`src/rtl/run_ctrl_if.sv`:
```
// run_ctrl_if: start/done handshake and core-control signals of the launch sequencer.
interface run_ctrl_if #(parameter int CNT_W = 16);
    logic             start;
    logic             halt;
    logic             pc_rst;
    logic             run_en;
    logic             done;
    logic             timeout;
    logic [CNT_W-1:0] cycle_cnt;
    modport master (output start, halt, input pc_rst, run_en, done, timeout, cycle_cnt);
    modport slave  (input start, halt, output pc_rst, run_en, done, timeout, cycle_cnt);
endinterface

```
`src/rtl/run_ctrl.sv`:
```
// run_ctrl: program-launch sequencer; holds the core idle until start falls,
// runs it until halt or watchdog expiry, and reports the run's cycle count.
module run_ctrl #(
    parameter int CNT_W      = 16,
    parameter int MAX_CYCLES = 60000
) (
    input  logic         clk,
    input  logic         rst_n,
    run_ctrl_if.slave    bus
);
    typedef enum logic [2:0] {IDLE, ARMED, RUN, DONE, TMO} state_t;
    state_t           state_q, state_d;
    logic             start_q;
    logic [CNT_W-1:0] cnt_q, cnt_d;
    logic             pc_rst_q, run_en_q, done_q, tmo_q;
    always_comb begin
        state_d = IDLE;
        cnt_d   = cnt_q;
        case (state_q)
            IDLE:  state_d = bus.start ? ARMED : IDLE;
            ARMED: begin
                state_d = (start_q && !bus.start) ? RUN : ARMED;
                cnt_d   = (start_q && !bus.start) ? '0 : cnt_q;
            end
            RUN: begin
                cnt_d   = cnt_q + CNT_W'(1);
                state_d = bus.halt ? DONE : (cnt_q == CNT_W'(MAX_CYCLES - 1)) ? TMO : RUN;
            end
            DONE, TMO: state_d = bus.start ? ARMED : state_q;
            default:   state_d = IDLE;
        endcase
    end
    // Outputs are decoded from the next state so they are themselves registers.
    always_ff @(posedge clk or negedge rst_n) begin
        if (!rst_n) begin
            state_q  <= IDLE;
            start_q  <= 1'b0;
            cnt_q    <= '0;
            pc_rst_q <= 1'b1;
            run_en_q <= 1'b0;
            done_q   <= 1'b0;
            tmo_q    <= 1'b0;
        end else begin
            state_q  <= state_d;
            start_q  <= bus.start;
            cnt_q    <= cnt_d;
            pc_rst_q <= (state_d == IDLE) || (state_d == ARMED);
            run_en_q <= state_d == RUN;
            done_q   <= (state_d == DONE) || (state_d == TMO);
            tmo_q    <= state_d == TMO;
        end
    end
    assign bus.pc_rst    = pc_rst_q;
    assign bus.run_en    = run_en_q;
    assign bus.done      = done_q;
    assign bus.timeout   = tmo_q;
    assign bus.cycle_cnt = cnt_q;
endmodule

```
`src/flat_wrapper.sv`:
```
// flat-port wrapper written by rule: the top's interface ports become plain ports
module run_ctrl_flat 
#(
    parameter int CNT_W      = 16,
    parameter int MAX_CYCLES = 60000
)
  (clk, rst_n, bus_start, bus_halt, bus_pc_rst, bus_run_en, bus_done, bus_timeout, bus_cycle_cnt);
  run_ctrl_if #(.CNT_W(CNT_W)) bus_i ();
  input  logic clk;
  input  logic rst_n;
  input wire logic [$bits(bus_i.start)-1:0] bus_start;
  input wire logic [$bits(bus_i.halt)-1:0] bus_halt;
  output wire logic [$bits(bus_i.pc_rst)-1:0] bus_pc_rst;
  output wire logic [$bits(bus_i.run_en)-1:0] bus_run_en;
  output wire logic [$bits(bus_i.done)-1:0] bus_done;
  output wire logic [$bits(bus_i.timeout)-1:0] bus_timeout;
  output wire logic [$bits(bus_i.cycle_cnt)-1:0] bus_cycle_cnt;
  assign bus_i.start = bus_start;
  assign bus_i.halt = bus_halt;
  assign bus_pc_rst = bus_i.pc_rst;
  assign bus_run_en = bus_i.run_en;
  assign bus_done = bus_i.done;
  assign bus_timeout = bus_i.timeout;
  assign bus_cycle_cnt = bus_i.cycle_cnt;
  run_ctrl #(.CNT_W(CNT_W), .MAX_CYCLES(MAX_CYCLES)) u_core (.clk(clk), .rst_n(rst_n), .bus(bus_i));
endmodule
```
`config.mk`:
```
export PLATFORM = sky130hd
export DESIGN_NAME = run_ctrl_flat
export DESIGN_NICKNAME = d
export VERILOG_FILES = /design/src/rtl/run_ctrl_if.sv /design/src/rtl/run_ctrl.sv /design/src/flat_wrapper.sv
export SDC_FILE = /design/constraint.sdc
export NUM_CORES = 1
export LEC_CHECK = 0
export ABC_AREA = 1
export CORE_MARGIN = 2
export CORE_UTILIZATION = 25
export DETAILED_ROUTE_END_ITERATION = 7
export GPL_TIMING_DRIVEN = 0
export PLACE_DENSITY = 0.45
export SLEW_MARGIN = 20
export SYNTH_ARGS = -nofsm -noshare
export SYNTH_HDL_FRONTEND = slang
export SYNTH_SLANG_ARGS = --single-unit
```
`constraint.sdc`:
```
create_clock -name clk -period 1.7 [get_ports clk]
set_clock_uncertainty 0.2 [all_clocks]
set_input_delay 0.255 -clock clk [delete_from_list [all_inputs] [get_ports clk]]
set_output_delay 0.255 -clock clk [all_outputs]
set_load 0.02 [all_outputs]
```
---- Word level (Yosys, flattened, before mapping) ----
Cells that the tools add are included.
storage, ports and cells
  flip-flop bits (word level) ............. 24
  word-level logic and storage cells ...... 35
  bits of input ports ..................... 4
  output and inout port bits .............. 20
cells by class
  reductions and logical operators ........ 9
  add/subtract/negate cells ............... 1
  equal/unequal tests ..................... 10
  mux-type cells .......................... 8
operators with widths
  cell                   count
  $pmux 16 s2            1
  $add 16x1->16 const B  1
  $eq 16x16->1 const B   1
  $mux 16                1
  $eq 3x2->1 const B     4
  $pmux 3 s4             1
  $mux 3                 3
  $eq 3x1->1 const B     2
  $eq 3x3->1 const B     2
  $logic_not 3->1        2
  $logic_or 1x1->1       2
  $mux 2                 1
  $ne 2x1->1 const B     1
  $reduce_and 2->1       1
  $reduce_bool 2->1      1
  $reduce_or 2->1        1
  $logic_and 1x1->1      1
  $logic_not 1->1        1
  $mux 1                 1

---- Logic depth before layout (Yosys ltp) ----
  word-level depth ........................ 6
  gate-level depth with buffers ........... 9

---- Worst setup path before layout ----
No wires, ideal clock.
  path type ............................... reg2reg
  start ................................... register u_core.cnt_q[1], in the netlist u_core.bus.cycle_cnt[1]
  end ..................................... register u_core.cnt_q[12], in the netlist u_core.bus.cycle_cnt[12]
  path slack .............................. 0.044 ns
  path buffers ............................ 0
  period minus slack after synthesis ...... 1.656 ns
  arrival ................................. 1.339 ns
  stages on the path, launching flop included .. 9
  setup time .............................. 0.117 ns
  data required time ...................... 1.383 ns
  path through ............................ dfrtp_1 ha_1 nand2_1 nor2_4 nand2_2 nor2_2 nand2_1 o21ai_1 inv_1
on the way
  word-level cells in the longest chain between the ends .. 2
ends and longest elaborated chain
  item                    RTL line        RTL
  from (decl)             run_ctrl.sv:14  logic [CNT_W-1:0] cnt_q, cnt_d;
  from (signal assigned)  run_ctrl.sv:46  cnt_q <= cnt_d;
  $add 16x1->16           run_ctrl.sv:26  cnt_d = cnt_q + CNT_W'(1);
  $pmux 16 s2             run_ctrl.sv:19  case (state_q)
Every way passes these cells.
A chain may end at the register's enable or synchronous reset.

---- Worst setup path in the final report ----
  start ................................... register u_core.cnt_q[0], in the netlist u_core.bus.cycle_cnt[0]
  end ..................................... output port bus_cycle_cnt[0]
RTL lines
  item       RTL line            RTL
  to (decl)  flat_wrapper.sv:17  output wire logic [$bits(bus_i.cycle_cnt)-1:0] bus_cycle_cnt;
No word-level cell between the ends.

==> impl_metrics.json <==
{
  "critPathKind": "flip-flop to primary output",
  "cts.sinks": 24,
  "grt.met3_usage": 0.0174,
  "yosys-top-cells-area": "sky130_fd_sc_hd__dfrtp_1 42%, sky130_fd_sc_hd__nand2_1 12%, sky130_fd_sc_hd__inv_1 6.9%",
  "routed_wirelength_mm": 3.44,
  "rrSetupSlack_ns": 0.11,
  "antenna_left": 0,
  "yosysTopAreaCellShare": 0.422,
  "synthSimpleGateAreaFrac": 0.337,
  "netlist-cell-type-count": 27,
  "timing.max_cap.violations": 0,
  "p_leak_uw": 0.000927,
  "gp_congestion": 0.863,
  "pre_cts_slack_ns": -0.237,
  "synth_instances": 181,
  "fp.dieArea_um2": 6060,
  "timing.critical_path.required_ns": 1.24,
  "firstDrtPassIters": 5,
  "first_global_vias": 1215,
  "max_slew_violation_total_from_the_final_report": 0,
  "global_route.usage.total": 0.120,
  "min_tclk_post_route_ns": 1.60,
  "use_met2": 0.205,
  "synth_adder_area_share": 0.00918,
  "placement.cell_area_um2": 1680,
  "die_x_um": 77.8,
  "grt_first_pass_wirelength_mm": 5.69,
  "r2r-start": "u_core.bus.cycle_cnt[0]",
  "setup_viol": 0,
  "fmax_mhz": 627,
  "final_cell_area_um2": 1770,
  "timing.final.ws_setup_ns": 0.104,
  "cp-end-kind": "primary output",
  "xor_and_xnor_fraction_of_the_mapped_netlist_area": 0,
  "pin_count": 24,
  "post_route_cells_drive_above_1_share": 0.133,
  "synth_nets": 186,
  "wire_per_inst_um": 12.2,
  "yosys_warnings": 0,
  "worst-slew-pin-transition_ns": 0.555,
  "fill_cells": 548,
  "die_height_um": 77.8,
  "ys_seq_area_frac": 0.442,
  "hold_violations": 0,
  "syn_to_final_growth_pct": 29.9,
  "nets": 217,
  "placement.io_buffers": 23,
  "global_routing_usage_on_met1": 0.153,
  "regToRegEndpoint": "u_core.bus.cycle_cnt[12]",
  "via_count": 1241,
  "floorplan.core_area_um2": 5170,
  "htreeDepth": 1,
  "insertion_delay_ns": 0.27,
  "remaining_drc_errors": 0,
  "starting_utilization_of_the_core_area": 0.263,
  "antenna_violations_before_repair": 0,
  "cts.path.max_buffers": 2,
  "syn_area_per_cell_um2": 7.53,
  "maximum_number_of_pins_on_one_net_before_global_route_repair": 25,
  "drt_first_iter_violations": 27,
  "cts_tree": "yes",
  "mux_cell_area_share_after_synthesis": 0.00735,
  "finalHoldWorstSlack_ns": 0.289,
  "unrepaired_setup_endpoints_after_global_routing": "true",
  "synth_top_family_by_area": "simple AND/OR/NAND/NOR gates",
  "synth-compound-area-share": 0.112,
  "num_antenna_cells": 0,
  "run_status": "complete, no violations",
  "rows": 26,
  "power_density_nw_per_um2": 1200,
  "syn_area_um2": 1360,
  "postSynthRegisterBits": 24,
  "routed_via_density": 4.42,
  "reg2reg_depth": 8,
  "grt.busiest_layer": "met2",
  "critical_path_peak_fanout": 4,
  "worstPathArrival_ns": 1.14,
  "number_of_buffers_added_by_the_clock_tree_synthesis_step": 3,
  "cts.reportedPaths.clkPinSlew_ns": 0.09,
  "timing.slew.headroom": 0.630,
  "startpoint_type": "flip-flop",
  "synth_top_area_cell": "sky130_fd_sc_hd__dfrtp_1",
  "final.period_utilization": 0.939,
  "max-vdd-ir-drop_uv": 479,
  "grt_remaining_overflow": 0,
  "min-delay-path-class": "input pin to asynchronous set/reset pin",
  "cts-root-buf": "sky130_fd_sc_hd__clkbuf_8",
  "hpwl_mm": 2.58
}
==> through the flow <==
step	power, uW	instances	utilization	TNS, ns
final	2130	281	0.342	0
after global routing	2300	281	0.342	-0.0726
after CTS	2120	279	0.333	0
after detailed placement	1780	274	0.324	-2.18
after global placement	1790	274	0.325	-6.11
after floorplan	1390	181	-	0
==> worst max path at each step <==
stage | start | endpoint | slack, ns | depth (start not counted)
after floorplan | u_core.bus.cycle_cnt[1] | u_core.bus.cycle_cnt[12] | 0.04 | 8
after global placement | bus_start | u_core.bus.cycle_cnt[1] | -0.27 | 6
after detailed placement | bus_start | u_core.bus.cycle_cnt[2] | -0.24 | 7
after CTS | u_core.bus.cycle_cnt[1] | u_core.bus.cycle_cnt[12] | 0.005 | 8
after global routing | u_core.bus.cycle_cnt[0] | u_core.bus.cycle_cnt[12] | -0.05 | 8
final | u_core.bus.cycle_cnt[0] | bus_cycle_cnt[0] | 0.10 | 2
==> area by class of cell <==
cell class	instances	area [um^2]	area share
plain buffers	1	11.3	0.00636
clock buffers	4	55.1	0.0311
inverters	30	115	0.0650
multi-input cells	126	663	0.375
flip-flops and latches	24	602	0.340
well taps	70	87.6	0.0495
repair buffers	26	236	0.134
==> critical path, cell delays in order (launching register included) <==
cell and delay (ns):
sky130_fd_sc_hd__dfrtp_1 0.42, sky130_fd_sc_hd__buf_4 0.15, sky130_fd_sc_hd__dlygate4sd2_1 0.31
==> layout by cell type (no fill, tap or decap), types with 2 or more instances in the layout <==
cell type and n:
sky130_fd_sc_hd__nor2_1 23, sky130_fd_sc_hd__inv_1 25, sky130_fd_sc_hd__nand2_2 2, sky130_fd_sc_hd__nand3_1 14, sky130_fd_sc_hd__clkdlybuf4s50_1 2, sky130_fd_sc_hd__inv_2 4
sky130_fd_sc_hd__nand2_4 2, sky130_fd_sc_hd__clkbuf_8 4, sky130_fd_sc_hd__dlygate4sd2_1 17, sky130_fd_sc_hd__nand2_1 42, sky130_fd_sc_hd__dfrtp_1 23, sky130_fd_sc_hd__o22ai_1 2
sky130_fd_sc_hd__dlymetal6s2s_1 3, sky130_fd_sc_hd__o21ai_1 4, sky130_fd_sc_hd__a21oi_1 6, sky130_fd_sc_hd__nand4_1 3, sky130_fd_sc_hd__nor2_4 3, sky130_fd_sc_hd__o21ai_0 10
sky130_fd_sc_hd__nor2_2 2, sky130_fd_sc_hd__nor3_1 2, sky130_fd_sc_hd__buf_4 2
==> where the power goes <==
| group | switching (uW) | internal, uW |
|---|---|---|
| clock network | 185 | 207 |
| registers | 156 | 715 |
| logic | 543 | 327 |
| total | 884 | 1250 |
==> flip-flops by register name, indices dropped and copies added (netlist names) <==
name,count
u_core.bus.cycle_cnt,16
u_core.state_q,3
u_core.bus.done,1
u_core.bus.pc_rst,1
u_core.bus.run_en,1
u_core.bus.timeout,1
u_core.start_q,1
==> routing by layer <==
| layer | share of wire | vias up | wire length, um |
|---|---|---|---|
| met4 | 0.015 | 0 | 52 |
| met2 | 0.46 | 25 | 1590 |
| met5 | 0 | - | 0 |
| li1 | - | 649 | - |
| met1 | 0.50 | 562 | 1700 |
| met3 | 0.025 | 5 | 85 |
==> cell usage after synthesis <==
cell and instances:
sky130_fd_sc_hd__nand3_1 14, sky130_fd_sc_hd__nand4_1 3, sky130_fd_sc_hd__nand2_1 43, sky130_fd_sc_hd__nor2_1 23
sky130_fd_sc_hd__nand2_2 3, sky130_fd_sc_hd__inv_2 4, sky130_fd_sc_hd__a22o_1 1, sky130_fd_sc_hd__inv_4 1
sky130_fd_sc_hd__o31ai_1 1, sky130_fd_sc_hd__o22ai_1 2, sky130_fd_sc_hd__o21ai_0 10, sky130_fd_sc_hd__mux2i_1 1
sky130_fd_sc_hd__inv_1 25, sky130_fd_sc_hd__dfstp_2 1, sky130_fd_sc_hd__nor2_2 2, sky130_fd_sc_hd__buf_6 1
sky130_fd_sc_hd__o211ai_1 1, sky130_fd_sc_hd__o21ai_1 4, sky130_fd_sc_hd__o21bai_1 1, sky130_fd_sc_hd__a32oi_1 1
sky130_fd_sc_hd__nor3_1 3, sky130_fd_sc_hd__nand4_2 2, sky130_fd_sc_hd__nor2_4 3, sky130_fd_sc_hd__ha_1 1
sky130_fd_sc_hd__dfrtp_1 23, sky130_fd_sc_hd__a21oi_1 6, sky130_fd_sc_hd__nand3_4 1
==> cells by family (layout without fill, tap and decap cells) <==
kind of cell | count (synthesis) | in the layout
DFF | 24 | 24
buffers and inverters | 31 | 61
muxes | 1 | 1
adders and majority gates | 1 | 1
and+or+nand+nor | 97 | 97
AOI/OAI and AO/OA | 27 | 27
==> timing repair <==
item | in CTS | in global routing
endpoints found under the hold margin | 23 | 0
setup buffers | 0 | 2
setup endpoints to repair | 18 | 9
hold buffers | 1 | 0
gates cloned | 0 | 0
pin swaps | 0 | 1
gates resized for setup | 18 | 8
(Power assumes the default switching activity.)
